<file path="config.mk">
export PLATFORM = sky130hd
export DESIGN_NAME = hazard_forward_ctrl_flat
export DESIGN_NICKNAME = d
export VERILOG_FILES = /design/src/rtl/hazard_forward_ctrl_if.sv /design/src/rtl/hazard_forward_ctrl.sv /design/src/flat_wrapper.sv
export SDC_FILE = /design/constraint.sdc
export NUM_CORES = 1
export LEC_CHECK = 0
export ABC_AREA = 0
export CAP_MARGIN = 20
export CORE_ASPECT_RATIO = 1.75
export CORE_MARGIN = 3
export CORE_UTILIZATION = 65
export DETAILED_ROUTE_END_ITERATION = 7
export DONT_BUFFER_PORTS = 1
export PLACE_DENSITY_LB_ADDON = 0.1
export REMOVE_ABC_BUFFERS = 1
export SYNTH_ARGS = -nofsm -noshare
export SYNTH_HDL_FRONTEND = slang
export SYNTH_SLANG_ARGS = --single-unit
</file>
<file path="constraint.sdc">
create_clock -name clk -period 4.1 [get_ports clk]
set_input_delay 0.82 -clock clk [delete_from_list [all_inputs] [get_ports clk]]
set_output_delay 0.82 -clock clk [all_outputs]
set_load 0.1 [all_outputs]
</file>
<file path="src/rtl/hazard_forward_ctrl_if.sv">
// hazard_forward_ctrl_if
//   Bundles the ID-stage register metadata, the control inputs and the
//   controller's select/stall outputs for the 5-stage RISC-V pipeline.
//
//   Signals:
//     id_valid, id_rs1, id_rs2, id_rd    ID instruction and its registers
//     id_reg_write, id_mem_read          ID instruction writes rd / is a load
//     flush_ex                           taken branch/jump squashes ID
//     cnt_clear                          synchronous clear of stall counter
//     stall                              hold PC and IF/ID
//     fwd_a, fwd_b                       EX operand selects (00 rf, 01 WB, 10 MEM)
//     id_byp_a, id_byp_b                 ID regfile read bypassed from WB
//     stall_count                        saturating stall-cycle counter
//
//   Modports:
//     master  pipeline side: drives ID metadata and controls
//     slave   controller side: consumes them, drives selects and stall
interface hazard_forward_ctrl_if #(
  parameter int REG_AW = 5,
  parameter int CNT_W  = 16
);
  logic              id_valid;
  logic [REG_AW-1:0] id_rs1;
  logic [REG_AW-1:0] id_rs2;
  logic [REG_AW-1:0] id_rd;
  logic              id_reg_write;
  logic              id_mem_read;
  logic              flush_ex;
  logic              cnt_clear;
  logic              stall;
  logic [1:0]        fwd_a;
  logic [1:0]        fwd_b;
  logic              id_byp_a;
  logic              id_byp_b;
  logic [CNT_W-1:0]  stall_count;

  modport master (
    output id_valid, id_rs1, id_rs2, id_rd, id_reg_write, id_mem_read,
           flush_ex, cnt_clear,
    input  stall, fwd_a, fwd_b, id_byp_a, id_byp_b, stall_count
  );

  modport slave (
    input  id_valid, id_rs1, id_rs2, id_rd, id_reg_write, id_mem_read,
           flush_ex, cnt_clear,
    output stall, fwd_a, fwd_b, id_byp_a, id_byp_b, stall_count
  );
endinterface

</file>
<file path="src/rtl/hazard_forward_ctrl.sv">
// hazard_forward_ctrl
//   Hazard detection and forwarding controller for a 5-stage RISC-V pipeline.
//   Tracks a shadow copy of the register metadata of the instructions in
//   EX, MEM and WB, raises a one-cycle stall on a load-use dependency
//   (inserting a bubble into EX), generates the EX operand forwarding
//   selects and the ID regfile bypass selects, and counts stall cycles in a
//   saturating counter.
//
//   Ports:
//     clk   system clock, rising edge
//     rst   asynchronous active-high reset
//     bus   hazard_forward_ctrl_if.slave (ID metadata in, selects/stall out)
module hazard_forward_ctrl #(
  parameter int REG_AW = 5,
  parameter int CNT_W  = 16
) (
  input  logic                  clk,
  input  logic                  rst,
  hazard_forward_ctrl_if.slave  bus
);

  typedef struct packed {
    logic              valid;
    logic [REG_AW-1:0] rs1;
    logic [REG_AW-1:0] rs2;
    logic [REG_AW-1:0] rd;
    logic              rw;
    logic              mr;
  } slot_t;

  localparam slot_t BUBBLE = '0;
  localparam logic [CNT_W-1:0] CNT_MAX = {CNT_W{1'b1}};

  slot_t            ex_q;
  slot_t            mem_q;
  slot_t            wb_q;
  slot_t            id_slot;
  logic             stall_w;
  logic [CNT_W-1:0] count_q;

  // WB is only a forwarding/bypass source; its remaining fields are carried
  // along for debug visibility but do not feed any decision.
  logic unused_wb_fields;
  assign unused_wb_fields = ^{wb_q.valid, wb_q.rs1, wb_q.rs2, wb_q.mr};

  // Metadata the ID instruction would carry into EX; write/load flags are
  // qualified by valid so an empty slot can never look like a producer.
  always_comb begin
    id_slot       = BUBBLE;
    id_slot.valid = bus.id_valid;
    id_slot.rs1   = bus.id_rs1;
    id_slot.rs2   = bus.id_rs2;
    id_slot.rd    = bus.id_rd;
    id_slot.rw    = bus.id_reg_write & bus.id_valid;
    id_slot.mr    = bus.id_mem_read & bus.id_valid;
  end

  // Load-use: the load in EX has not produced data yet, so a dependent ID
  // instruction must wait one cycle. A squashed ID instruction never stalls.
  always_comb begin
    stall_w = ex_q.mr && (ex_q.rd != '0) && bus.id_valid && !bus.flush_ex &&
              ((ex_q.rd == bus.id_rs1) || (ex_q.rd == bus.id_rs2));
  end

  // Operand selects: the younger producer in MEM wins over WB.
  always_comb begin
    bus.fwd_a = 2'b00;
    bus.fwd_b = 2'b00;
    if (mem_q.rw && (mem_q.rd != '0) && (mem_q.rd == ex_q.rs1)) begin
      bus.fwd_a = 2'b10;
    end else if (wb_q.rw && (wb_q.rd != '0) && (wb_q.rd == ex_q.rs1)) begin
      bus.fwd_a = 2'b01;
    end
    if (mem_q.rw && (mem_q.rd != '0) && (mem_q.rd == ex_q.rs2)) begin
      bus.fwd_b = 2'b10;
    end else if (wb_q.rw && (wb_q.rd != '0) && (wb_q.rd == ex_q.rs2)) begin
      bus.fwd_b = 2'b01;
    end
  end

  // The regfile is written at the end of the cycle, so a same-cycle read in
  // ID must take the WB write data directly.
  always_comb begin
    bus.id_byp_a = wb_q.rw && (wb_q.rd != '0) && (wb_q.rd == bus.id_rs1);
    bus.id_byp_b = wb_q.rw && (wb_q.rd != '0) && (wb_q.rd == bus.id_rs2);
  end

  assign bus.stall       = stall_w;
  assign bus.stall_count = count_q;

  // Slot pipeline: MEM and WB always advance; EX takes a bubble when the ID
  // instruction is squashed or held back by a stall.
  always_ff @(posedge clk or posedge rst) begin
    if (rst) begin
      ex_q  <= BUBBLE;
      mem_q <= BUBBLE;
      wb_q  <= BUBBLE;
    end else begin
      wb_q  <= mem_q;
      mem_q <= ex_q;
      if (bus.flush_ex || stall_w) begin
        ex_q <= BUBBLE;
      end else begin
        ex_q <= id_slot;
      end
    end
  end

  // Stall-cycle counter: clear beats increment, and it sticks at all-ones.
  always_ff @(posedge clk or posedge rst) begin
    if (rst) begin
      count_q <= '0;
    end else if (bus.cnt_clear) begin
      count_q <= '0;
    end else if (stall_w && (count_q != CNT_MAX)) begin
      count_q <= count_q + CNT_W'(1);
    end
  end

endmodule
</file>
<file path="src/flat_wrapper.sv">
// flat-port wrapper written by rule: the top's interface ports become plain ports
module hazard_forward_ctrl_flat 
#(
  parameter int REG_AW = 5,
  parameter int CNT_W  = 16
)
  (clk, rst, bus_id_valid, bus_id_rs1, bus_id_rs2, bus_id_rd, bus_id_reg_write, bus_id_mem_read, bus_flush_ex, bus_cnt_clear, bus_stall, bus_fwd_a, bus_fwd_b, bus_id_byp_a, bus_id_byp_b, bus_stall_count);
  hazard_forward_ctrl_if #(.REG_AW(REG_AW), .CNT_W(CNT_W)) bus_i ();
  input  logic clk;
  input  logic rst;
  input wire logic [$bits(bus_i.id_valid)-1:0] bus_id_valid;
  input wire logic [$bits(bus_i.id_rs1)-1:0] bus_id_rs1;
  input wire logic [$bits(bus_i.id_rs2)-1:0] bus_id_rs2;
  input wire logic [$bits(bus_i.id_rd)-1:0] bus_id_rd;
  input wire logic [$bits(bus_i.id_reg_write)-1:0] bus_id_reg_write;
  input wire logic [$bits(bus_i.id_mem_read)-1:0] bus_id_mem_read;
  input wire logic [$bits(bus_i.flush_ex)-1:0] bus_flush_ex;
  input wire logic [$bits(bus_i.cnt_clear)-1:0] bus_cnt_clear;
  output wire logic [$bits(bus_i.stall)-1:0] bus_stall;
  output wire logic [$bits(bus_i.fwd_a)-1:0] bus_fwd_a;
  output wire logic [$bits(bus_i.fwd_b)-1:0] bus_fwd_b;
  output wire logic [$bits(bus_i.id_byp_a)-1:0] bus_id_byp_a;
  output wire logic [$bits(bus_i.id_byp_b)-1:0] bus_id_byp_b;
  output wire logic [$bits(bus_i.stall_count)-1:0] bus_stall_count;
  assign bus_i.id_valid = bus_id_valid;
  assign bus_i.id_rs1 = bus_id_rs1;
  assign bus_i.id_rs2 = bus_id_rs2;
  assign bus_i.id_rd = bus_id_rd;
  assign bus_i.id_reg_write = bus_id_reg_write;
  assign bus_i.id_mem_read = bus_id_mem_read;
  assign bus_i.flush_ex = bus_flush_ex;
  assign bus_i.cnt_clear = bus_cnt_clear;
  assign bus_stall = bus_i.stall;
  assign bus_fwd_a = bus_i.fwd_a;
  assign bus_fwd_b = bus_i.fwd_b;
  assign bus_id_byp_a = bus_i.id_byp_a;
  assign bus_id_byp_b = bus_i.id_byp_b;
  assign bus_stall_count = bus_i.stall_count;
  hazard_forward_ctrl #(.REG_AW(REG_AW), .CNT_W(CNT_W)) u_core (.clk(clk), .rst(rst), .bus(bus_i));
endmodule
</file>
==> Yosys cells after proc, flatten, opt, wreduce, memory -nomap -nowiden <==
Index checks and enable logic that the tools add are counted.
{ "totals": {"ramBits": 0, "inputBits": 22, "latch_bits": 0, "ff_bits": 45, "rom_bits": 0, "elab_cells": 49, "mem_count": 0, "out_inout_bits": 23} }
{ "classes": {"magnitude_cmp": 0, "n_div": 0, "n_eq_ne": 9, "shifts": 0, "n_bitwise": 2, "n_reduce_logical": 20, "muxes": 7, "n_addsub": 1, "multipliers": 0} }
{ "op_table": {"columns": ["operator", "n"], "rows": [
  ["5-bit == test", 8],
  ["16-bit two-way mux", 2],
  ["17-bit two-way mux", 1],
  ["16-bit by 1-bit adder with 16-bit output, second input constant", 1],
  ["16-bit inequality test, second input constant", 1],
  ["5-bit nonzero test", 3],
  ["1-bit logical AND", 13],
  ["2-bit two-way mux", 2],
  ["1-bit bitwise AND", 2],
  ["1-bit logical OR", 2],
  ["1-bit two-way mux", 2],
  ["2-bit nonzero test", 1],
  ["1-bit logical NOT", 1]
]} }

==> Longest topological paths before layout <==
Gate-level depths: netlist (run 1).
{ "depth": {"ltp_word": 8, "depth_mapped": 7} }

==> Worst setup path before layout (run 1) <==
No wires, ideal clock.
{ "synth_timing": {"kind": "flip-flop to output port", "startpoint": "register u_core.mem_q[6] (netlist name)", "endpoint": "output bus_fwd_a[0]", "path_slack_ns": -2.338, "path_stages_with_launch": 5, "path_buffers": 0, "required_time_ns": 3.280, "arrival_ns": 5.618, "path_cell_list": "dfrtp_1 xnor2_1 nand3_1 nor4_1 nor4_1"} }
{ "synth_via": {"elab_chain_cells": 4} }
{ "synth_lines": {"columns": ["element", "line_no", "rtl"], "rows": [
  ["from (decl)", "hazard_forward_ctrl.sv:35", "slot_t mem_q;"],
  ["from (signal assigned)", "hazard_forward_ctrl.sv:100", "mem_q <= ex_q;"],
  ["5-bit nonzero test", "hazard_forward_ctrl.sv:69", "if (mem_q.rw && (mem_q.rd != '0) && (mem_q.rd == ex_q.rs1)) begin"],
  ["1-bit logical AND", "hazard_forward_ctrl.sv:69", null],
  ["1-bit logical AND (*)", "hazard_forward_ctrl.sv:69", null],
  ["2-bit two-way mux (*)", "hazard_forward_ctrl.sv:69", null],
  ["to (decl)", "flat_wrapper.sv:20", "output wire logic [$bits(bus_i.fwd_a)-1:0] bus_fwd_a;"]
]} }
Mark *: on every way between the ends. The rest lies on a longest branch, timed or not.

==> Worst setup path in the final report (run 1) <==
{ "layout_timing": {"startpoint": "register u_core.mem_q[2] (netlist name)", "endpoint": "output bus_fwd_a[0]"} }
Same word-level chain as after synthesis.

==> flow_summary.json, run 1 <==
{
  "outcome": "complete, no violations",
  "critical_path_arrival_ns": 2.46,
  "portBuffers": 0,
  "antenna_left": 0,
  "cts.clk_slew.worst_paths_ns": 0.08,
  "grt_use_met3_pct": 6.61,
  "cts.sinks": 45,
  "met2_usage_pct": 53.6,
  "finalSetupViolCount": 0,
  "ys_seq_elements": 45,
  "yosysSeqAreaShare_pct": 47.8,
  "p_per_area_nw_per_um2": 334,
  "grt_start_max_net_pins": 30,
  "dieArea_sq_um": 4410,
  "dr.pass1.iters": 4,
  "fin_util_pct": 79.0,
  "drtIter0Drc": 40,
  "route.detailed.drc": 0,
  "cap_violations": 0,
  "clk_latency_ns": 0.30,
  "min_path_cells": 0,
  "reg2reg_depth": 5,
  "critPathKind": "flip-flop to output pin",
  "worst_slack_ns": 0.818,
  "endpoint_kind": "output pin",
  "slew_violations": 0,
  "area_growth_pct": 15.0,
  "cts_root_buf": "clkbuf_8",
  "pre_cts_ws_ns": 1.15,
  "grtUsageMet1_pct": 27.8,
  "core_area_sq_um": 3430,
  "grt_pass1_vias": 1943,
  "cp_cell_sequence": "or4_1, o21ai_0, nor4_2, nor4_2, clkbuf_16",
  "wirelength_microns": 5600,
  "dp_hpwl_microns": 4320,
  "initial_utilization_pct": 68.7,
  "ff2ff_setup_slack_ns": 1.12,
  "cp_slowest_stage_delay_ns": 0.54,
  "layout.nets": 254,
  "yosys.area.top_type": "dfrtp_1",
  "grt_use_total_pct": 29.1,
  "fmax_mhz": 305,
  "grt_pass1_wl_microns": 9320,
  "synth_top_area_share_pct": 47.8,
  "finClkSkew_ns": 0.00364,
  "die_h_microns": 85.7,
  "min_period_ns": 3.28,
  "yosys_warnings": 0,
  "post_cts_resize_count": 0,
  "layout-drive-gt1-share_pct": 15.5,
  "via_per_inst": 6.23,
  "r2r_start": "u_core.bus.stall_count[2]$_DFFE_PP0P_",
  "hp-start": "u_core.ex_q[1]$_DFF_PP0_",
  "dp_cells": 269,
  "ios": 45,
  "hp-class": "flip-flop to flip-flop",
  "gp_congestion": 0.834,
  "clockBufferDepth": 2,
  "die_w_microns": 51.5,
  "synth_area_leaders": "dfrtp_1 48%, xor2_1 10%, and2_1 4.5%",
  "cp_top_family": "simple AND/OR/NAND/NOR gates",
  "fp-row-count": 28,
  "htree_num_levels": 2,
  "power.leakage_nw": 1.14,
  "num_antenna_cells": 0,
  "wire_per_inst_microns": 20.2,
  "ir_drop_mv": 0.286,
  "dr_total_vias": 1725,
  "grt_antenna_before_repair": 0,
  "post-cts-setup-buffers": 0,
  "critPathRequiredTime_ns": 3.28,
  "top_usage_layer": "met2",
  "rsz0062_at_grt": "false",
  "cts_buffers": 5,
  "worst-path-buf-inv": 1,
  "relSlewSlack_pct": 30.4,
  "path_common_cell": "nor4_2",
  "fin_cells": 277,
  "hold_viol": 0,
  "syn_avg_cell_area_sq_um": 10.6,
  "cts_tree": "done",
  "syn_area_sq_um": 2360,
  "tightest_slew_ns": 1.04,
  "holdPathEnd": "u_core.mem_q[1]$_DFF_PP0_",
  "r2r_end": "u_core.bus.stall_count[12]$_DFFE_PP0P_",
  "period_share_pct": 80.1,
  "critPathMaxFanout": 4,
  "syn_inst": 223,
  "yosysUniqueCellTypes": 35,
  "whs_ns": 0.363,
  "grt-ovfl-total": 0,
  "cp-start-kind": "flip-flop",
  "slowest_stage": "or4_1",
  "postCtsHoldBufs": 0
}
flip-flops by register name, summed over array words and instances (netlist names):
register and cells:
u_core.bus.stall_count 16, u_core.wb_q 6, u_core.mem_q 6, u_core.ex_q 17
cell usage in the layout (no fill, tap or decap), types with 2 or more instances in the layout:
master | Yosys | routed
dfrtp_1 | 45 | 45
nor2_1 | 12 | 12
nand4_1 | 3 | 3
buf_4 | 1 | 6
or4_1 | 13 | 13
xnor2_1 | 12 | 12
a21oi_1 | 9 | 9
nor4_1 | 8 | 2
o21ai_0 | 2 | 2
nand2b_1 | 2 | 2
nand2_1 | 6 | 6
clkbuf_16 | 0 | 4
nand3_1 | 11 | 11
buf_16 | 0 | 2
and3_1 | 2 | 2
inv_1 | 6 | 6
and2_1 | 17 | 17
xor2_1 | 28 | 28
clkbuf_8 | 0 | 6
mux2_2 | 5 | 5
nor3_1 | 5 | 5
nor4_2 | 0 | 6
o41ai_1 | 3 | 3
nor2b_1 | 6 | 5
o31ai_1 | 6 | 6
area by class of cell:
cell class / instances / area (sq um)
tap: 45 / 56.3
sequential: 45 / 1130
clock buffer: 7 / 86.3
clock inverter: 1 / 30.0
inverter: 6 / 22.5
timing repair buffer: 12 / 200
multi-input combinational: 161 / 1190
fill: 238 / 722
kinds of logic after synthesis:
kind of cell	share of synthesized area, %
muxes	2.81
AOI/OAI and AO/OA	9.02
DFF	47.8
xor gates and xnor gates	14.9
buffers and inverters	3.45
adders and majority gates	0.531
and+or+nand+nor	21.5
stage by stage:
step | power (mW) | TNS [ns] | instance area [sq um]
floorplan | 0.537 | -6.65 | 2300
global placement | 0.561 | 0 | 2590
detailed placement | 0.567 | 0 | 2590
CTS | 0.903 | 0 | 2710
global route | 0.935 | 0 | 2710
finish | 0.905 | 0 | 2710
how the worst max path moves through the flow:
stage / from / to / slack (ns) / cells past startpoint
floorplan: u_core.mem_q[6]$_DFF_PP0_ / bus_fwd_a[0] / -2.34 / 4
global placement: u_core.wb_q[2]$_DFF_PP0_ / bus_fwd_b[0] / 1.22 / 5
detailed placement: u_core.mem_q[2]$_DFF_PP0_ / bus_fwd_a[0] / 1.15 / 5
CTS: u_core.mem_q[2]$_DFF_PP0_ / bus_fwd_a[0] / 0.81 / 5
global route: u_core.mem_q[2]$_DFF_PP0_ / bus_fwd_a[0] / 0.69 / 5
finish: u_core.mem_q[2]$_DFF_PP0_ / bus_fwd_a[0] / 0.82 / 5
synth_stat cells:
library cell,instances
buf_4,1
a2111oi_4,1
xor2_1,28
and2_1,17
a21oi_1,9
clkbuf_1,7
inv_1,6
o31a_1,1
nor4_1,8
o31ai_4,1
nor2_1,12
or4b_2,1
nand2b_1,2
o41ai_1,3
o2111a_2,1
and3_1,2
and4_1,1
a41oi_1,1
buf_8,1
nand4_1,3
nor2b_1,6
mux2i_1,1
or4_1,13
or2_2,1
xnor2_1,12
a22oi_1,1
dfrtp_1,45
o21ai_0,2
buf_2,2
nand2_1,6
nand3_1,11
nor3_1,5
ha_1,1
mux2_2,5
o31ai_1,6
layer usage:
metal	wire length [microns]	vias up
met4	292	0
met1	1780	836
li1	-	801
met3	249	24
met5	0	-
met2	3280	64
report_power, final:
part	switching, mW	total (mW)	internal [mW]	leakage [nW]
combinational	0.0482	0.0819	0.0337	0.478
clock	0.148	0.347	0.199	0.0585
sequential	0.0184	0.476	0.458	0.600
Power figures use the tool's default switching activity.
==> run 2, diff against run 1 <==
--- a/config.mk
+++ b/config.mk
@@ -9,7 +9,7 @@
 export CAP_MARGIN = 20
 export CORE_ASPECT_RATIO = 1.75
 export CORE_MARGIN = 3
-export CORE_UTILIZATION = 65
+export CORE_UTILIZATION = 56
 export DETAILED_ROUTE_END_ITERATION = 7
 export DONT_BUFFER_PORTS = 1
 export PLACE_DENSITY_LB_ADDON = 0.1
==> constraint.sdc (replaced) <==
create_clock -name clk -period 2.9 [get_ports clk]
set_input_delay 0.58 -clock clk [delete_from_list [all_inputs] [get_ports clk]]
set_output_delay 0.58 -clock clk [all_outputs]
set_load 0.1 [all_outputs]
==> run 2 against run 1 <==
Effect of this change:
- power up 37%
- sequential share of layout area fell by 1.5 points
- first-iteration DRC count decreased by 28%
- sequential cell count stayed put
- critical path depth unchanged
- clock skew rose by 0.00058 ns
- die area is 15% higher
- register-to-register slack worse by 0.53 ns
- worst setup slack worse by 0.66 ns
- cell area is 4.2% higher
- critical endpoint is now bus_fwd_b[0]
- largest cell class unchanged
- highest routed layer unchanged
- critical path type unchanged
==> flow_summary.json, run 2 (same netlist as run 1, synthesis figures left out) <==
{
  "tightest_slew_ns": 0.848,
  "period_share_pct": 94.6,
  "ios": 45,
  "dieArea_sq_um": 5050,
  "fin_util_pct": 71.0,
  "die_w_microns": 55.0,
  "critPathKind": "flip-flop to output pin",
  "p_per_area_nw_per_um2": 438,
  "initial_utilization_pct": 59.2,
  "top_usage_layer": "met2",
  "postCtsHoldBufs": 0,
  "critPathMaxFanout": 5,
  "r2r_start": "u_core.bus.stall_count[0]$_DFFE_PP0P_",
  "cts_tree": "done",
  "route.detailed.drc": 0,
  "htree_num_levels": 2,
  "wirelength_microns": 5390,
  "finalSetupViolCount": 0,
  "dr.pass1.iters": 5,
  "slew_violations": 0,
  "min_period_ns": 2.74,
  "fp-row-count": 30,
  "largest-register": "u_core.ex_q",
  "clk_latency_ns": 0.29,
  "grt_pass1_vias": 1843,
  "cts.sinks": 45,
  "cts_buffers": 5,
  "final_common_cell": "dfrtp_1",
  "grt_use_met3_pct": 4.72,
  "layout-drive-gt1-share_pct": 22.5,
  "clockBufferDepth": 2,
  "layout_common_cells": "41 x dfrtp_1, 28 x xor2_1, 19 x buf_4",
  "die_h_microns": 91.8,
  "dp_hpwl_microns": 4260,
  "endpoint_kind": "output pin",
  "hp-class": "input pin to asynchronous set/reset pin",
  "num_antenna_cells": 0,
  "fmax_mhz": 365,
  "cap_violations": 0,
  "grt_start_max_net_pins": 28,
  "largest_reg_flops": 17,
  "via_per_inst": 6.01,
  "grt_use_total_pct": 23.5,
  "finClkSkew_ns": 0.00421,
  "cts_root_buf": "clkbuf_8",
  "total_power_mw": 1.24,
  "portBuffers": 0,
  "area_growth_pct": 19.9,
  "gp_congestion": 0.799,
  "startpoint": "u_core.wb_q[5]$_DFF_PP0_",
  "core_area_sq_um": 3980,
  "dr_total_vias": 1754,
  "power.leakage_nw": 1.19,
  "ir_drop_mv": 0.440,
  "cts.clk_slew.worst_paths_ns": 0.08,
  "cp-start-kind": "flip-flop",
  "grt_pass1_wl_microns": 8500,
  "grt_antenna_before_repair": 0,
  "critPathRequiredTime_ns": 2.32,
  "rsz0062_at_grt": "false",
  "worst_slack_ns": 0.157,
  "wire_per_inst_microns": 18.5,
  "met2_usage_pct": 43.9,
  "grtUsageMet1_pct": 23.2,
  "pre_cts_ws_ns": 0.294,
  "grt-ovfl-total": 0,
  "antenna_left": 0,
  "relSlewSlack_pct": 43.1,
  "layout.nets": 267,
  "outcome": "complete, no violations",
  "hold_viol": 0,
  "drtIter0Drc": 29,
  "critical_path_arrival_ns": 2.16,
  "final.fill_count": 297
}
==> run 2: final timing paths <==
| kind | depth (start not counted) | endpoint | slack, ns |
|---|---|---|---|
| min reg2reg | 0 | u_core.mem_q[1]$_DFF_PP0_ | 0.36 |
| min in group clk | 1 | u_core.bus.stall_count[12]$_DFFE_PP0P_ | 0.34 |
| max | 5 | bus_fwd_b[0] | 0.16 |
| min | 1 | u_core.ex_q[5]$_DFF_PP0_ | 0.24 |
| max in group asynchronous | 2 | u_core.ex_q[2]$_DFF_PP0_ | 1.95 |
| max reg2reg | 6 | u_core.bus.stall_count[12]$_DFFE_PP0P_ | 0.59 |
==> run 2: worst max-delay path, stage by stage, from the launching register on <==
cell and delay (ns):
dfrtp_2 0.44, or4_1 0.14, o21ai_1 0.12, or4_4 0.60
nor4_4 0.33, clkbuf_16 0.25
==> run 2: final cells by class <==
cell class	instances	area (sq um)	share of cell area, %
Clock buffer	5	68.8	2.44
Tap cell	48	60.1	2.13
Clock inverter	2	35.0	1.24
Sequential cell	45	1130	40.0
Multi-Input combinational cell	161	1210	43.0
Inverter	6	22.5	0.797
Timing Repair Buffer	25	293	10.4
==> run 2: layer usage <==
metal,part of all wire (%),vias to the layer above
li1,-,825
met1,33,859
met2,60,55
met3,4.3,15
met4,3.2,0
met5,0,-
==> run 2: report_power, final <==
part | total [mW] | switching, mW | leakage [nW] | internal, mW
logic | 0.118 | 0.0690 | 0.546 | 0.0491
registers | 0.674 | 0.0262 | 0.594 | 0.648
clock network | 0.445 | 0.194 | 0.0540 | 0.250
==> run 2: through the flow <==
step           instances  setup TNS, ns  cell area, sq um  hold slack [ns]
6_report             292              0              2830            0.240
5_1_grt              292              0              2830            0.261
3_3_place_gp         285              0              2690            0.332
4_1_cts              292              0              2800            0.256
3_5_place_dp         285              0              2690            0.343
2_1_floorplan        212         -12.38              2300            0.331
==> run 2: repair_timing <==
| item | 4_1_cts | 5_1_grt |
|---|---|---|
| setup buffers | 0 | 0 |
| gates resized for setup | 1 | 9 |
| endpoints found under the setup margin | 2 | 2 |
| pin swaps | 0 | 2 |
